[src/rtl/inst_fetch_axi.sv]
// -----------------------------------------------------------------------------
// inst_fetch_axi
//
// Instruction fetch unit that talks to memory over an AXI read channel.
// Each fetch is one 4-byte INCR beat, and only one fetch is in flight at a time.
// A fetch starts when the downstream stage asks for the next instruction. The
// fetched word comes back as a one-cycle valid strobe, together with its PC and
// an exception code. A flush redirects the PC. If a request is already on the
// bus when the flush arrives, that request still completes and its data is
// thrown away.
//
// Ports
//   clk              clock, all logic on posedge
//   rst              asynchronous reset, active low
//   flush, new_pc    redirect request and target PC
//   next_pc_valid    downstream ready for the next instruction
//   ar*              AXI read-address channel (constant id/len/size/burst)
//   r*               AXI read-data channel (rid and rlast are not used)
//   valid            one-cycle strobe qualifying if_pc / if_inst / pc_excepttype_o
//   if_pc, if_inst   fetched PC and instruction word
//   pc_excepttype_o  0 = ok, 4 = AdEL (misaligned PC), 8 = bus error
//
// state   | meaning
// --------+-----------------------------------------------------------------
// IDLE    | no transaction; waits for next_pc_valid
// ADDR    | arvalid asserted, waiting for arready
// DATA    | address accepted, waiting for the R beat to deliver
// DISCARD | address accepted after a flush, R beat will be dropped
// -----------------------------------------------------------------------------
module inst_fetch_axi #(
    parameter logic [31:0] RESET_PC = 32'hBFC0_0000,
    parameter logic [3:0]  FETCH_ID = 4'h0
) (
    input  logic        clk,
    input  logic        rst,
    input  logic        flush,
    input  logic [31:0] new_pc,
    input  logic        next_pc_valid,
    output logic [3:0]  arid,
    output logic [31:0] araddr,
    output logic [7:0]  arlen,
    output logic [2:0]  arsize,
    output logic [1:0]  arburst,
    output logic        arvalid,
    input  logic        arready,
    input  logic [3:0]  rid,
    input  logic [31:0] rdata,
    input  logic [1:0]  rresp,
    input  logic        rlast,
    input  logic        rvalid,
    output logic        rready,
    output logic        valid,
    output logic [31:0] if_pc,
    output logic [31:0] if_inst,
    output logic [31:0] pc_excepttype_o
);

    localparam logic [31:0] EXC_NONE = 32'h0000_0000;
    localparam logic [31:0] EXC_ADEL = 32'h0000_0004;
    localparam logic [31:0] EXC_BUS  = 32'h0000_0008;

    typedef enum logic [1:0] {
        IDLE    = 2'd0,
        ADDR    = 2'd1,
        DATA    = 2'd2,
        DISCARD = 2'd3
    } state_t;

    state_t      state;
    logic [31:0] pc;
    logic        pending;   // flush seen while the address was still waiting for arready

    // Single-beat read: the beat count is fixed, so rid/rlast carry no information.
    logic unused_in;
    assign unused_in = ^{rid, rlast};

    assign arid    = FETCH_ID;
    assign arlen   = 8'd0;
    assign arsize  = 3'b010;
    assign arburst = 2'b01;

    // Decoded straight from the state register, so it is glitch-free.
    assign rready  = (state == DATA) || (state == DISCARD);

    always_ff @(posedge clk or negedge rst) begin
        if (!rst) begin
            state           <= IDLE;
            pc              <= RESET_PC;
            pending         <= 1'b0;
            arvalid         <= 1'b0;
            araddr          <= 32'h0;
            valid           <= 1'b0;
            if_pc           <= 32'h0;
            if_inst         <= 32'h0;
            pc_excepttype_o <= 32'h0;
        end else begin
            valid <= 1'b0;
            if (flush) begin
                pc <= new_pc;
            end

            case (state)
                IDLE: begin
                    if (!flush && next_pc_valid) begin
                        if (pc[1:0] == 2'b00) begin
                            state   <= ADDR;
                            arvalid <= 1'b1;
                            araddr  <= pc;
                        end else begin
                            // Misaligned PC: report AdEL without touching the bus.
                            valid           <= 1'b1;
                            if_pc           <= pc;
                            if_inst         <= 32'h0;
                            pc_excepttype_o <= EXC_ADEL;
                        end
                    end
                end

                ADDR: begin
                    // arvalid cannot be withdrawn, so a flush here only marks
                    // the coming beat for discard.
                    if (arready) begin
                        arvalid <= 1'b0;
                        pending <= 1'b0;
                        state   <= (pending || flush) ? DISCARD : DATA;
                    end else if (flush) begin
                        pending <= 1'b1;
                    end
                end

                DATA: begin
                    if (flush) begin
                        // A beat arriving with the flush is consumed right here.
                        state <= rvalid ? IDLE : DISCARD;
                    end else if (rvalid) begin
                        valid <= 1'b1;
                        if_pc <= araddr;
                        if (rresp == 2'b00) begin
                            if_inst         <= rdata;
                            pc_excepttype_o <= EXC_NONE;
                        end else begin
                            if_inst         <= 32'h0;
                            pc_excepttype_o <= EXC_BUS;
                        end
                        pc    <= pc + 32'd4;
                        state <= IDLE;
                    end
                end

                DISCARD: begin
                    if (rvalid) begin
                        state <= IDLE;
                    end
                end

                default: state <= IDLE;
            endcase
        end
    end

endmodule

[config.mk]
export PLATFORM = sky130hd
export DESIGN_NAME = inst_fetch_axi
export DESIGN_NICKNAME = d
export VERILOG_FILES = /design/src/rtl/inst_fetch_axi.sv
export SDC_FILE = /design/constraint.sdc
export NUM_CORES = 1
export LEC_CHECK = 0
export CAP_MARGIN = 20
export CORE_ASPECT_RATIO = 1.4
export CORE_MARGIN = 2
export CORE_UTILIZATION = 35
export DETAILED_ROUTE_END_ITERATION = 12
export PLACE_DENSITY = 0.65
export SETUP_SLACK_MARGIN = 0.5
export SLEW_MARGIN = 25
export SYNTH_ARGS = -nofsm -noshare
export SYNTH_HDL_FRONTEND = slang
export SYNTH_SLANG_ARGS = --single-unit
[constraint.sdc]
create_clock -name clk -period 4.3 [get_ports clk]
set_input_delay 0.86 -clock clk [delete_from_list [all_inputs] [get_ports clk]]
set_output_delay 0.86 -clock clk [all_outputs]
set_load 0.005 [all_outputs]
=== Word-level counts from Yosys, hierarchy flattened ===
Cells that the tools add are included.

* Register bits: 165
* Bits in latches: 0
* RAM bits: 0
* Memory bits (read-only): 0
* Bits of input ports: 77
* Memories kept: 0

* Add/subtract/negate cells: 1
* Multiply operators: 0
* Divide/modulo/power cells: 0
* Order comparisons: 0
* Equal/unequal tests: 9
* Shift operators: 0
* Multiplexer cells: 40
* Bitwise operators: 0
* Reductions and logical operators: 15

{| class="wikitable"
|+ Operators with widths
! operator !! count
|-
| $mux W32 || 17
|-
| $pmux W32 S2 || 3
|-
| $add A32 B3 Y32 const B || 1
|-
| $mux W2 || 6
|-
| $ne A2 B2 Y1 const B || 6
|-
| $mux W1 || 10
|-
| $pmux W2 S4 || 1
|-
| $logic_not A2 Y1 || 3
|-
| $reduce_and A3 Y1 || 2
|-
| $reduce_bool A2 Y1 || 3
|-
| $reduce_and A5 Y1 || 1
|-
| $eq A2 B2 Y1 const B || 2
|-
| $mux W4 || 1
|-
| $pmux W1 S2 || 2
|-
| $reduce_and A4 Y1 || 1
|-
| $eq A2 B1 Y1 const B || 1
|-
| $logic_or A1 B1 Y1 || 2
|-
| $reduce_and A2 Y1 || 1
|-
| $logic_and A1 B1 Y1 || 1
|-
| $logic_not A1 Y1 || 1
|}

=== Depth between registers and ports, before layout ===
Gate-level depths: netlist (run 1).

* Depth in word-level cells: 5
* Depth in mapped cells: 8
* Depth with buffers taken out: 5

=== Least setup slack after synthesis (run 1) ===
OpenSTA, ideal clock, no wires.

* Path kind: input to register
* Start: in flush
* End: reg araddr[11]
* Setup time: 0.125 ns
* Data arrival time: 2.289 ns
* Data required time: 4.175 ns
* Path slack: 1.886 ns
* Stages: 6
* Path buffers: 3
* Cell sequence: clkbuf_1 -> inv_1 -> nand4_1 -> clkbuf_1 -> buf_1 -> mux2_2

* Longest elaborated chain between the ends: 3

{| class="wikitable"
|+ Ends and longest elaborated chain
! item !! line !! RTL
|-
| start: declaration || 36 || <nowiki>input logic flush,</nowiki>
|-
| $logic_not A1 Y1 || 104 || <nowiki>if (!flush && next_pc_valid) begin</nowiki>
|-
| $logic_and A1 B1 Y1 || 104 ||
|-
| $reduce_and A3 Y1 (no line) || n/a ||
|-
| end signal: assignment || 108 || <nowiki>araddr <= pc;</nowiki>
|-
| end: declaration || 40 || <nowiki>output logic [31:0] araddr,</nowiki>
|}

Every way passes these cells.
A chain may end at the register's enable or synchronous reset.

=== Worst setup path in the final report (run 1) ===
* Start: in next_pc_valid
* End: reg if_pc[19]

* Longest elaborated chain between the ends: 3

{| class="wikitable"
|+ Ends and longest elaborated chain
! item !! line !! RTL
|-
| start: declaration || 38 || <nowiki>input logic next_pc_valid,</nowiki>
|-
| $logic_and A1 B1 Y1 || 104 ||
|-
| $ne A2 B2 Y1 (no line) || n/a ||
|-
| $reduce_and A5 Y1 (no line) || n/a ||
|-
| end signal: assignment || 112 || <nowiki>if_pc <= pc;</nowiki>
|-
| end signal: assignment || 137 || <nowiki>if_pc <= araddr;</nowiki>
|-
| end: declaration || 53 || <nowiki>output logic [31:0] if_pc,</nowiki>
|}

Every way passes these cells.

==> impl_metrics.csv, run 1 <==
group,metric,value,unit
detailed_routing,top_layer_used,"met4",
detailed_routing,routed-via-count,4794,
detailed_routing,ant_nets,0,
critical_path,reg_to_reg_slack_setup,1.98,ns
timing,report.final.setup_viol,0,
finish,layout-drive-gt1-share,20.1,%
detailed_routing,wl_met3,1100,microns
logic_synthesis,synth.lib_cells_used.distinct,49,
finish,syn_to_final_growth,38.5,%
timing,final-max-slew-violation-count,0,
finish,design_area,8850,sq um
critical_path,timing.rr.end,"if_pc[19]$_DFFE_PN0P_",
hold_path,hold_path.class,"primary input to async pin",
global_routing,grt_overflow_total,0,
timing,fin_skew,0.00914,ns
detailed_routing,drc,0,
die,rows,58,
critical_path,timing.critical_path.fanout_max,25,
clocking,clkTransAtPathRegs,0.07,ns
timing,fmax,0.370,GHz
critical_path,crit_required,4.59,ns
placed_design,io_buffers,172,
critical_path,rr_startpoint,"state[1]$_DFFE_PN0P_",
run_status,outcome,"finished clean",
critical_path,critPathCaptureType,"flop",
logic_synthesis,synth.ff_latch_count,135,
detailed_routing,vias_per_cell,4.93,
die,fp.dieW,118,microns
finish,insertedDiodeCount,0,
detailed_routing,wl_met2,8550,microns
timing,worstMarginPinSlew,0.718,ns
detailed_routing,dr.pass1.iters,4,
critical_path,worst_setup_path_endpoint,"if_pc[19]$_DFFE_PN0P_",
detailed_routing,routedWlPerCell,17.0,microns
clocking,clk_path_buf_depth,2,
finish,final_net_count,798,
run,maxCapViolations,0,
timing,rsz0062_at_grt,"false",
die,chipHeight,164,microns
global_routing,grt_resource_usage_total,17.3,%
global_routing,first_global_vias,4875,
logic_synthesis,synthesis.yosys.warnings,0,
global_routing,global_route_wire_length_before_repair,26300,microns
clocking,postCtsHoldBufs,0,
critical_path,critical_path_arrival,2.99,ns
power,total_leakage_power,3.74,nW
detailed_routing,detail_route.wirelength,16600,microns
clocking,cts_root_buf,"sky130_fd_sc_hd__clkbuf_16",
placed_design,post-dp-hpwl,11600,microns
finish,num-fill-cells,1634,
placed_design,placedInstanceArea,8210,sq um
logic_synthesis,proportion_of_netlist_area_held_by_the_largest_area_contributor,49.4,%
clocking,cts_max_level,4,
logic_synthesis,synth_flop_cell,"sky130_fd_sc_hd__dfrtp_1",
logic_synthesis,ys_async_sr_fraction,100,%
timing,period_minus_slack,2.70,ns
die,ioPinCount,225,
critical_path,timing_worst_setup_path_type,"primary input to flop",
die,initial_core_util,35.6,%
timing,final-hold-violation-count,0,
critical_path,critPathLaunch,"next_pc_valid",
logic_synthesis,post-synth-top-count-cell,"sky130_fd_sc_hd__dfrtp_1",
detailed_routing,detail_route.wirelength.met1,6680,microns
logic_synthesis,netlist_instances,551,
die,core_area,17900,sq um
clocking,clock_tree_from_tritoncts,"yes",
clocking,cts_setup_buffers,0,
power,p_per_area,576,nW/um^2
timing,slew-limit-headroom,52.0,%
logic_synthesis,synth_area_per_cell,11.6,sq um
global_routing,grt_max_degree,126,
detailed_routing,drt-initial-drc-count,169,
critical_path,reg2regPathDepth,6,
placed_design,gpl.final_weighted_congestion,0.741,
logic_synthesis,netlist_top_cells_count,"126 x sky130_fd_sc_hd__dfrtp_1, 86 x sky130_fd_sc_hd__mux2_2, 48 x sky130_fd_sc_hd__buf_4",
logic_synthesis,synthesis.area,6390,sq um
logic_synthesis,synthTopCellsByArea,"sky130_fd_sc_hd__dfrtp_1 49%, sky130_fd_sc_hd__mux2_2 15%, sky130_fd_sc_hd__buf_4 5.6%",
timing,totalNegativeSetupSlack,0,ns
power,vdd_drop_max,284,uV
logic_synthesis,synth-edff-count,0,
timing,post-route-period-util,62.9,%
critical_path,critical_path_start_type,"primary input",
logic_synthesis,netlist.top_cell.by_area,"sky130_fd_sc_hd__dfrtp_1",
die,fp.dieArea,19400,sq um
clocking,cts_buffers,17,
clocking,cts_resized,0,
logic_synthesis,seq_area_frac_synth,53.1,%
clocking,number_of_sinks_driven_by_the_clock_tree,135,
clocking,worstSkewPairLatency,0.41,ns
global_routing,grt_antenna_before_repair,0,
-- worst max-delay path, stage by stage --
cell	delay, ns
sky130_fd_sc_hd__clkdlybuf4s50_1	0.47
sky130_fd_sc_hd__nor2b_1	0.16
sky130_fd_sc_hd__o21ai_0	0.10
sky130_fd_sc_hd__a211o_1	0.32
sky130_fd_sc_hd__inv_2	0.46
sky130_fd_sc_hd__buf_4	0.27
sky130_fd_sc_hd__mux2_2	0.34
-- report_power, final --
part           internal, mW  switching [mW]  total, mW  leakage (nW)
clock network         0.904           0.601       1.50         0.291
registers              1.67           0.293       1.97          1.70
logic                  1.09           0.538       1.63          1.75
total                  3.67            1.43       5.10          3.74
-- registers in the layout, summed over array words and instances, names as in the netlist --
| signal | cells |
|---|---|
| pc_excepttype_o | 2 |
| if_inst | 32 |
| state | 2 |
| pending | 1 |
| arvalid | 1 |
| araddr | 32 |
| pc | 32 |
| if_pc | 32 |
| valid | 1 |
-- cell families (layout without fill, tap and decap cells) --
group           after synthesis  after routing  synth area share, %
flops                       135            135                 53.1
buf+inv                      91            228                 8.41
mux                          87             87                 15.3
xor+xnor                      9              9                 1.23
compound gates               98             98                 11.0
simple gates                128            128                 10.7
other cells                   2             47                0.118
fa+ha+maj                     1              1                0.196
-- layout make-up --
cell class	count	area (sq um)	area share, %
sequential	135	3390	38.3
multi-input combinational	370	2640	29.9
timing repair buffer	185	1860	21.1
clock buffer	19	453	5.12
tap	240	300	3.39
clock inverter	13	158	1.78
inverter	11	41.3	0.467
-- per-stage QoR --
step / cells / power, mW / hold slack [ns] / setup slack [ns] / util (%)
floorplan: 596 / 2.63 / 0.486 / 1.89 / -
global placement: 939 / 3.56 / 0.490 / 0.916 / 45.6
detailed placement: 940 / 3.63 / 0.493 / 0.882 / 45.8
CTS: 972 / 5.17 / 0.508 / 1.33 / 49.2
global route: 973 / 5.39 / 0.362 / 1.46 / 49.4
finish: 973 / 5.10 / 0.349 / 1.60 / 49.4
-- how the worst min path moves through the flow --
stage / from / to / slack, ns / cells past startpoint
after floorplan: pc[31]$_DFF_PN1_ / pc[31]$_DFF_PN1_ / 0.49 / 2
after global placement: if_inst[27]$_DFFE_PN0P_ / if_inst[27]$_DFFE_PN0P_ / 0.49 / 1
after detailed placement: if_inst[18]$_DFFE_PN0P_ / if_inst[18]$_DFFE_PN0P_ / 0.49 / 1
after CTS: if_inst[18]$_DFFE_PN0P_ / if_inst[18]$_DFFE_PN0P_ / 0.51 / 1
after global routing: rst / if_pc[5]$_DFFE_PN0P_ / 0.36 / 1
final: rst / if_pc[5]$_DFFE_PN0P_ / 0.35 / 1
-- metal layers --
layer	GRT usage, %	vias to the layer above
li1	-	2245
met1	20.3	2356
met2	30.4	177
met3	5.42	16
met4	5.48	0
met5	0	-
-- cells in the final DEF, fill, tap and decap left out, types with 3 or more instances in the layout --
cell type and count:
sky130_fd_sc_hd__nor4_1 3, sky130_fd_sc_hd__mux2_2 86, sky130_fd_sc_hd__dfstp_2 9, sky130_fd_sc_hd__dfrtp_1 126
sky130_fd_sc_hd__inv_6 5, sky130_fd_sc_hd__inv_1 10, sky130_fd_sc_hd__a22o_1 33, sky130_fd_sc_hd__or4_1 14
sky130_fd_sc_hd__nand3_1 15, sky130_fd_sc_hd__o31ai_1 10, sky130_fd_sc_hd__nor2_1 21, sky130_fd_sc_hd__o21ai_0 23
sky130_fd_sc_hd__and3_1 3, sky130_fd_sc_hd__clkinvlp_4 3, sky130_fd_sc_hd__a21oi_1 5, sky130_fd_sc_hd__xor2_1 5
sky130_fd_sc_hd__and2_1 5, sky130_fd_sc_hd__clkdlybuf4s50_1 171, sky130_fd_sc_hd__xnor2_1 4, sky130_fd_sc_hd__a311o_1 3
sky130_fd_sc_hd__a31oi_1 13, sky130_fd_sc_hd__conb_1 47, sky130_fd_sc_hd__nand4_1 11, sky130_fd_sc_hd__buf_4 11
sky130_fd_sc_hd__and4_1 3, sky130_fd_sc_hd__a211o_1 3, sky130_fd_sc_hd__clkbuf_16 17, sky130_fd_sc_hd__nand2_1 38
No activity file was read; power rests on OpenSTA's default activity.
==> inputs of run 2 (changes only) <==
Settings changed: PLACE_DENSITY 0.65 to 0.67.
Clock period 4.3 ns to 2.46 ns, I/O delays scaled along.
==> run 2 against run 1 <==
  * Power is 72% higher
  * Global-route usage is 0.41 points higher
  * Sequential power is 72% higher
  * Combinational power is 87% higher
  * Design area is 3.4% higher
  * Largest power group unchanged
  * Highest routed layer unchanged
==> impl_metrics.csv, run 2 (synthesized netlist as in run 1, its figures left out) <==
group,metric,value,unit
clocking,clk_path_buf_depth,2,
critical_path,critPathCaptureType,"flop",
timing,slew-limit-headroom,65.5,%
run_status,outcome,"finished clean",
clocking,clock_tree_from_tritoncts,"yes",
critical_path,timing.critical_path.fanout_max,8,
critical_path,crit_path_max_incr_delay,0.53,ns
finish,finalNonFillerCells,1005,
detailed_routing,dr.pass1.iters,4,
critical_path,critical_path_start_type,"flop",
finish,final_net_count,828,
finish,final_common_cell,"sky130_fd_sc_hd__clkdlybuf4s50_1",
detailed_routing,routed-via-count,5044,
finish,mostFrequentLayoutCells,"168 x sky130_fd_sc_hd__clkdlybuf4s50_1, 115 x sky130_fd_sc_hd__dfrtp_1, 86 x sky130_fd_sc_hd__mux2_2, 47 x sky130_fd_sc_hd__conb_1, 37 x sky130_fd_sc_hd__nand2_1",
placed_design,post-dp-hpwl,12200,microns
die,ioPinCount,225,
detailed_routing,routedWlPerCell,17.6,microns
die,fp.dieArea,19400,sq um
hold_path,hold_path.class,"primary input to async pin",
global_routing,grt_resource_usage_total,17.8,%
die,initial_core_util,35.6,%
detailed_routing,ant_nets,0,
clocking,cts_buffers,17,
global_routing,grt_max_degree,53,
global_routing,first_global_vias,5040,
timing,worstMarginPinSlew,0.517,ns
critical_path,rr_startpoint,"pc[13]$_DFF_PN0_",
detailed_routing,drt-initial-drc-count,114,
timing,post-route-period-util,80.9,%
timing,totalNegativeSetupSlack,0,ns
clocking,clkTransAtPathRegs,0.06,ns
timing,fmax,0.502,GHz
placed_design,io_buffers,172,
critical_path,path_delay_family,"simple AND/OR/NAND/NOR gates",
timing,final-hold-violation-count,0,
detailed_routing,detail_route.wirelength,17700,microns
critical_path,critical_path_arrival,2.33,ns
critical_path,crit_required,2.80,ns
critical_path,critPathLaunch,"pc[13]$_DFF_PN0_",
detailed_routing,drc,0,
critical_path,critical_path_buf_inv_count,0,
critical_path,timing_worst_setup_path_type,"flop to flop",
die,chipHeight,164,microns
die,fp.dieW,118,microns
run,maxCapViolations,0,
critical_path,crit_path_cell_trace,"and4_4, or4b_4, or4_1, a31oi_2",
critical_path,critical_path.slowest_cell,"sky130_fd_sc_hd__or4b_4",
global_routing,global_route_wire_length_before_repair,26900,microns
timing,period_minus_slack,1.99,ns
power,total_leakage_power,3.86,nW
detailed_routing,vias_per_cell,5.02,
finish,layout-drive-gt1-share,26.3,%
finish,syn_to_final_growth,43.3,%
die,core_area,17900,sq um
power,vdd_drop_max,406,uV
clocking,cts_max_level,4,
timing,report.final.setup_viol,0,
finish,final_core_util,51.0,%
die,rows,58,
timing,fin_skew,0.00808,ns
clocking,cts_root_buf,"sky130_fd_sc_hd__clkbuf_16",
clocking,worstSkewPairLatency,0.42,ns
timing,rsz0062_at_grt,"true",
timing,final-max-slew-violation-count,0,
placed_design,gpl.final_weighted_congestion,0.784,
placed_design,dp_cells,955,
global_routing,grt_antenna_before_repair,2,
power,p_per_area,960,nW/um^2
clocking,number_of_sinks_driven_by_the_clock_tree,135,
global_routing,grt_overflow_total,0,
==> run 2: area by class of cell <==
type,count,area [sq um]
timing repair buffer,213,2120
tap,240,300
inverter,11,45.0
antenna,2,5.00
clock buffer,17,425
clock inverter,15,116
multi-input combinational,372,2730
sequential,135,3400
fill,1592,8780
==> run 2: per-stage QoR <==
step                instance area (sq um)  setup slack, ns  power (mW)  hold slack [ns]
global route                         9150            0.411        9.25           0.0556
detailed placement                   8350          -0.0503        6.41            0.485
floorplan                            6560            0.509        4.60            0.196
CTS                                  9000            0.457        8.81           0.0378
global placement                     8350          -0.0383        6.29            0.475
finish                               9150            0.470        8.79           0.0259
==> run 2: power by group <==
group          internal (mW)  leakage, nW  switching (mW)  total, mW
combinational           2.00         1.91            1.05       3.05
clock                   1.31        0.262            1.04       2.34
sequential              2.93         1.69           0.461       3.39
total                   6.24         3.86            2.55       8.79
==> run 2: worst paths after layout <==
path,to,slack (ns),cells past startpoint
worst min register to register,if_inst[11]$_DFFE_PN0P_,0.51,1
worst max register to register,pc[28]$_DFF_PN1_,0.47,4
worst max-delay path,pc[28]$_DFF_PN1_,0.47,4
worst min-delay path,if_pc[5]$_DFFE_PN0P_,0.03,1
max in group asynchronous,pc[7]$_DFF_PN0_,1.67,2
min in group clk,state[0]$_DFFE_PN0P_,0.47,3
==> run 2: what timing repair did <==
item	in CTS	in global routing
cloned	2	3
resized for setup	13	20
hold buffers	0	0
setup buffers	8	3
setup endpoints to repair	16	35
pin swaps	12	11
==> run 2: worst register-to-register path: stages, from the launching register on <==
cell and delay (ns):
sky130_fd_sc_hd__dfrtp_1 0.41, sky130_fd_sc_hd__and4_4 0.28, sky130_fd_sc_hd__or4b_4 0.53, sky130_fd_sc_hd__or4_1 0.51, sky130_fd_sc_hd__a31oi_2 0.19
==> run 2: per-layer routing <==
| metal | global-route usage (%) | part of all wire [%] | wire length [microns] | vias up |
|---|---|---|---|---|
| met5 | 0 | 0 | 0 | - |
| li1 | - | - | - | 2316 |
| met2 | 32.4 | 53 | 9420 | 201 |
| met4 | 6.68 | 2.3 | 410 | 0 |
| met1 | 20.0 | 39 | 6900 | 2502 |
| met3 | 4.24 | 5.5 | 969 | 25 |
==> inputs of run 3 (changes only) <==
Clock period 2.46 ns to 1.7 ns, I/O delays scaled along.
==> run 3 against run 2 <==
  * The run now ends with setup timing left
  * Combinational power increased by 100%
  * Design area increased by 18%
  * Worst hold slack improved by 0.39 ns
  * Power increased by 66%
  * Final cell count increased by 16%
  * Clock skew decreased by 0.00085 ns
  * Largest cell class unchanged
==> impl_metrics.csv, run 3 (synthesized netlist as in run 1, its figures left out) <==
group,metric,value,unit
power,vdd_drop_max,594,uV
run,maxCapViolations,0,
critical_path,crit_required,2.03,ns
finish,final_core_util,60.1,%
global_routing,first_global_vias,5884,
timing,fmax,0.481,GHz
finish,num-fill-cells,1453,
critical_path,critical_path.slowest_cell,"sky130_fd_sc_hd__or4_1",
timing,fin_skew,0.00724,ns
die,rows,58,
finish,design_area,10800,sq um
finish,finalNonFillerCells,1167,
critical_path,timing.critical_path.fanout_max,3,
timing,rsz0062_at_grt,"true",
finish,final_common_cell,"sky130_fd_sc_hd__buf_4",
critical_path,critPathCaptureType,"flop",
power,finalPower,14.6,mW
placed_design,gpl.final_weighted_congestion,0.806,
timing,period_minus_slack,2.08,ns
detailed_routing,detail_route.wirelength,21500,microns
timing,final-max-slew-violation-count,0,
critical_path,timing_worst_setup_path_type,"flop to flop",
placed_design,dp_cells,997,
die,ioPinCount,225,
timing,slew-limit-headroom,66.3,%
timing,totalNegativeSetupSlack,-13.91,ns
detailed_routing,vias_per_cell,5.02,
detailed_routing,routed-via-count,5862,
global_routing,grt_max_degree,53,
die,core_area,17900,sq um
hold_path,hold_path.class,"primary input to flop",
timing,final-hold-violation-count,0,
die,fp.dieW,118,microns
detailed_routing,dr.pass1.iters,4,
finish,layout-drive-gt1-share,52.5,%
clocking,worstSkewPairLatency,0.42,ns
placed_design,placedInstanceArea,8920,sq um
global_routing,grt_overflow_total,0,
detailed_routing,routedWlPerCell,18.4,microns
global_routing,grt_resource_usage_total,20.7,%
clocking,cts_root_buf,"sky130_fd_sc_hd__clkbuf_16",
timing,finalWorstSetupSlack,-0.378,ns
global_routing,global_route_wire_length_before_repair,31400,microns
finish,final_net_count,995,
timing,worstMarginPinSlew,0.505,ns
run_status,outcome,"complete, but fails checks",
clocking,clk_path_buf_depth,2,
finish,mostFrequentLayoutCells,"163 x sky130_fd_sc_hd__buf_4, 125 x sky130_fd_sc_hd__dfrtp_1, 100 x sky130_fd_sc_hd__buf_2, 69 x sky130_fd_sc_hd__clkdlybuf4s50_1, 65 x sky130_fd_sc_hd__mux2_4",
critical_path,critical_path_start_type,"flop",
critical_path,path_delay_family,"simple AND/OR/NAND/NOR gates",
run_status,violations,"setup timing",
finish,insertedDiodeCount,0,
timing,post-route-period-util,122,%
die,fp.dieArea,19400,sq um
detailed_routing,ant_nets,0,
detailed_routing,drt-initial-drc-count,328,
clocking,number_of_sinks_driven_by_the_clock_tree,135,
power,p_per_area,1360,nW/um^2
placed_design,post-dp-hpwl,12500,microns
finish,syn_to_final_growth,68.6,%
detailed_routing,drc,0,
critical_path,critical_path_arrival,2.41,ns
timing,report.final.setup_viol,93,
clocking,cts_buffers,17,
clocking,clkTransAtPathRegs,0.06,ns
critical_path,crit_path_cell_trace,"nand4b_1, buf_4, or4_4, or4_1, a31oi_1",
power,total_leakage_power,5.30,nW
die,chipHeight,164,microns
die,initial_core_util,35.6,%
global_routing,grt_antenna_before_repair,0,
clocking,cts_max_level,4,
critical_path,critical_path_buf_inv_count,1,
clocking,clock_tree_from_tritoncts,"yes",
placed_design,io_buffers,172,
critical_path,crit_path_max_incr_delay,0.48,ns
run 3: power breakdown:
group | switching (mW) | internal (mW) | total (mW)
Combinational | 2.28 | 3.91 | 6.19
Sequential | 0.574 | 4.24 | 4.81
Clock | 1.30 | 2.33 | 3.63
run 3: cell type report:
type	count	area, sq um	area share (%)
flip-flops and latches	135	3390	31.5
multi-input cells	372	3190	29.6
repair buffers	376	3130	29.1
clock buffers	26	509	4.73
well taps	240	300	2.79
repair inverters	4	106	0.988
inverters	11	72.6	0.674
clock inverters	3	65.1	0.604
run 3: through the flow:
step / setup slack [ns] / hold WS, ns
after CTS: -0.331 / 0.400
final: -0.378 / 0.419
after global placement: -0.691 / 0.327
after detailed placement: -0.716 / 0.330
after global routing: -0.380 / 0.428
after floorplan: -0.248 / 0.0444
run 3: worst min-delay path, stage by stage:
cell and delay (ns):
sky130_fd_sc_hd__buf_2 0.15, sky130_fd_sc_hd__buf_12 0.18, sky130_fd_sc_hd__nand2_1 0.06, sky130_fd_sc_hd__o21ai_1 0.06
run 3: layer usage:
metal	track usage (%)	share of wire (%)
met2	36.4	53
met1	23.6	38
met5	0	0
met3	5.35	5.6
met4	9.53	3.1
run 3: worst paths after layout:
| kind | from | end | slack (ns) | depth (start not counted) |
|---|---|---|---|---|
| hold reg to reg | if_inst[25]$_DFFE_PN0P_ | if_inst[25]$_DFFE_PN0P_ | 0.51 | 1 |
| setup reg to reg | state[0]$_DFFE_PN0P_ | pc[26]$_DFF_PN1_ | -0.38 | 5 |
| max in group asynchronous | rst | if_inst[30]$_DFFE_PN0P_ | 0.65 | 3 |
| setup / recovery | state[0]$_DFFE_PN0P_ | pc[26]$_DFF_PN1_ | -0.38 | 5 |
| hold / removal | flush | pc[11]$_DFF_PN0_ | 0.42 | 4 |
| min in group asynchronous | rst | if_pc[4]$_DFFE_PN0P_ | 0.46 | 2 |
run 3: what timing repair did:
action / in CTS / in global routing
endpoints found under the hold margin: 39 / 0
buffers inserted: 76 / 48
cloned: 8 / 8
hold buffers: 1 / 0
pin swaps: 36 / 16
endpoints found under the setup margin: 232 / 234
gates resized for setup: 471 / 43
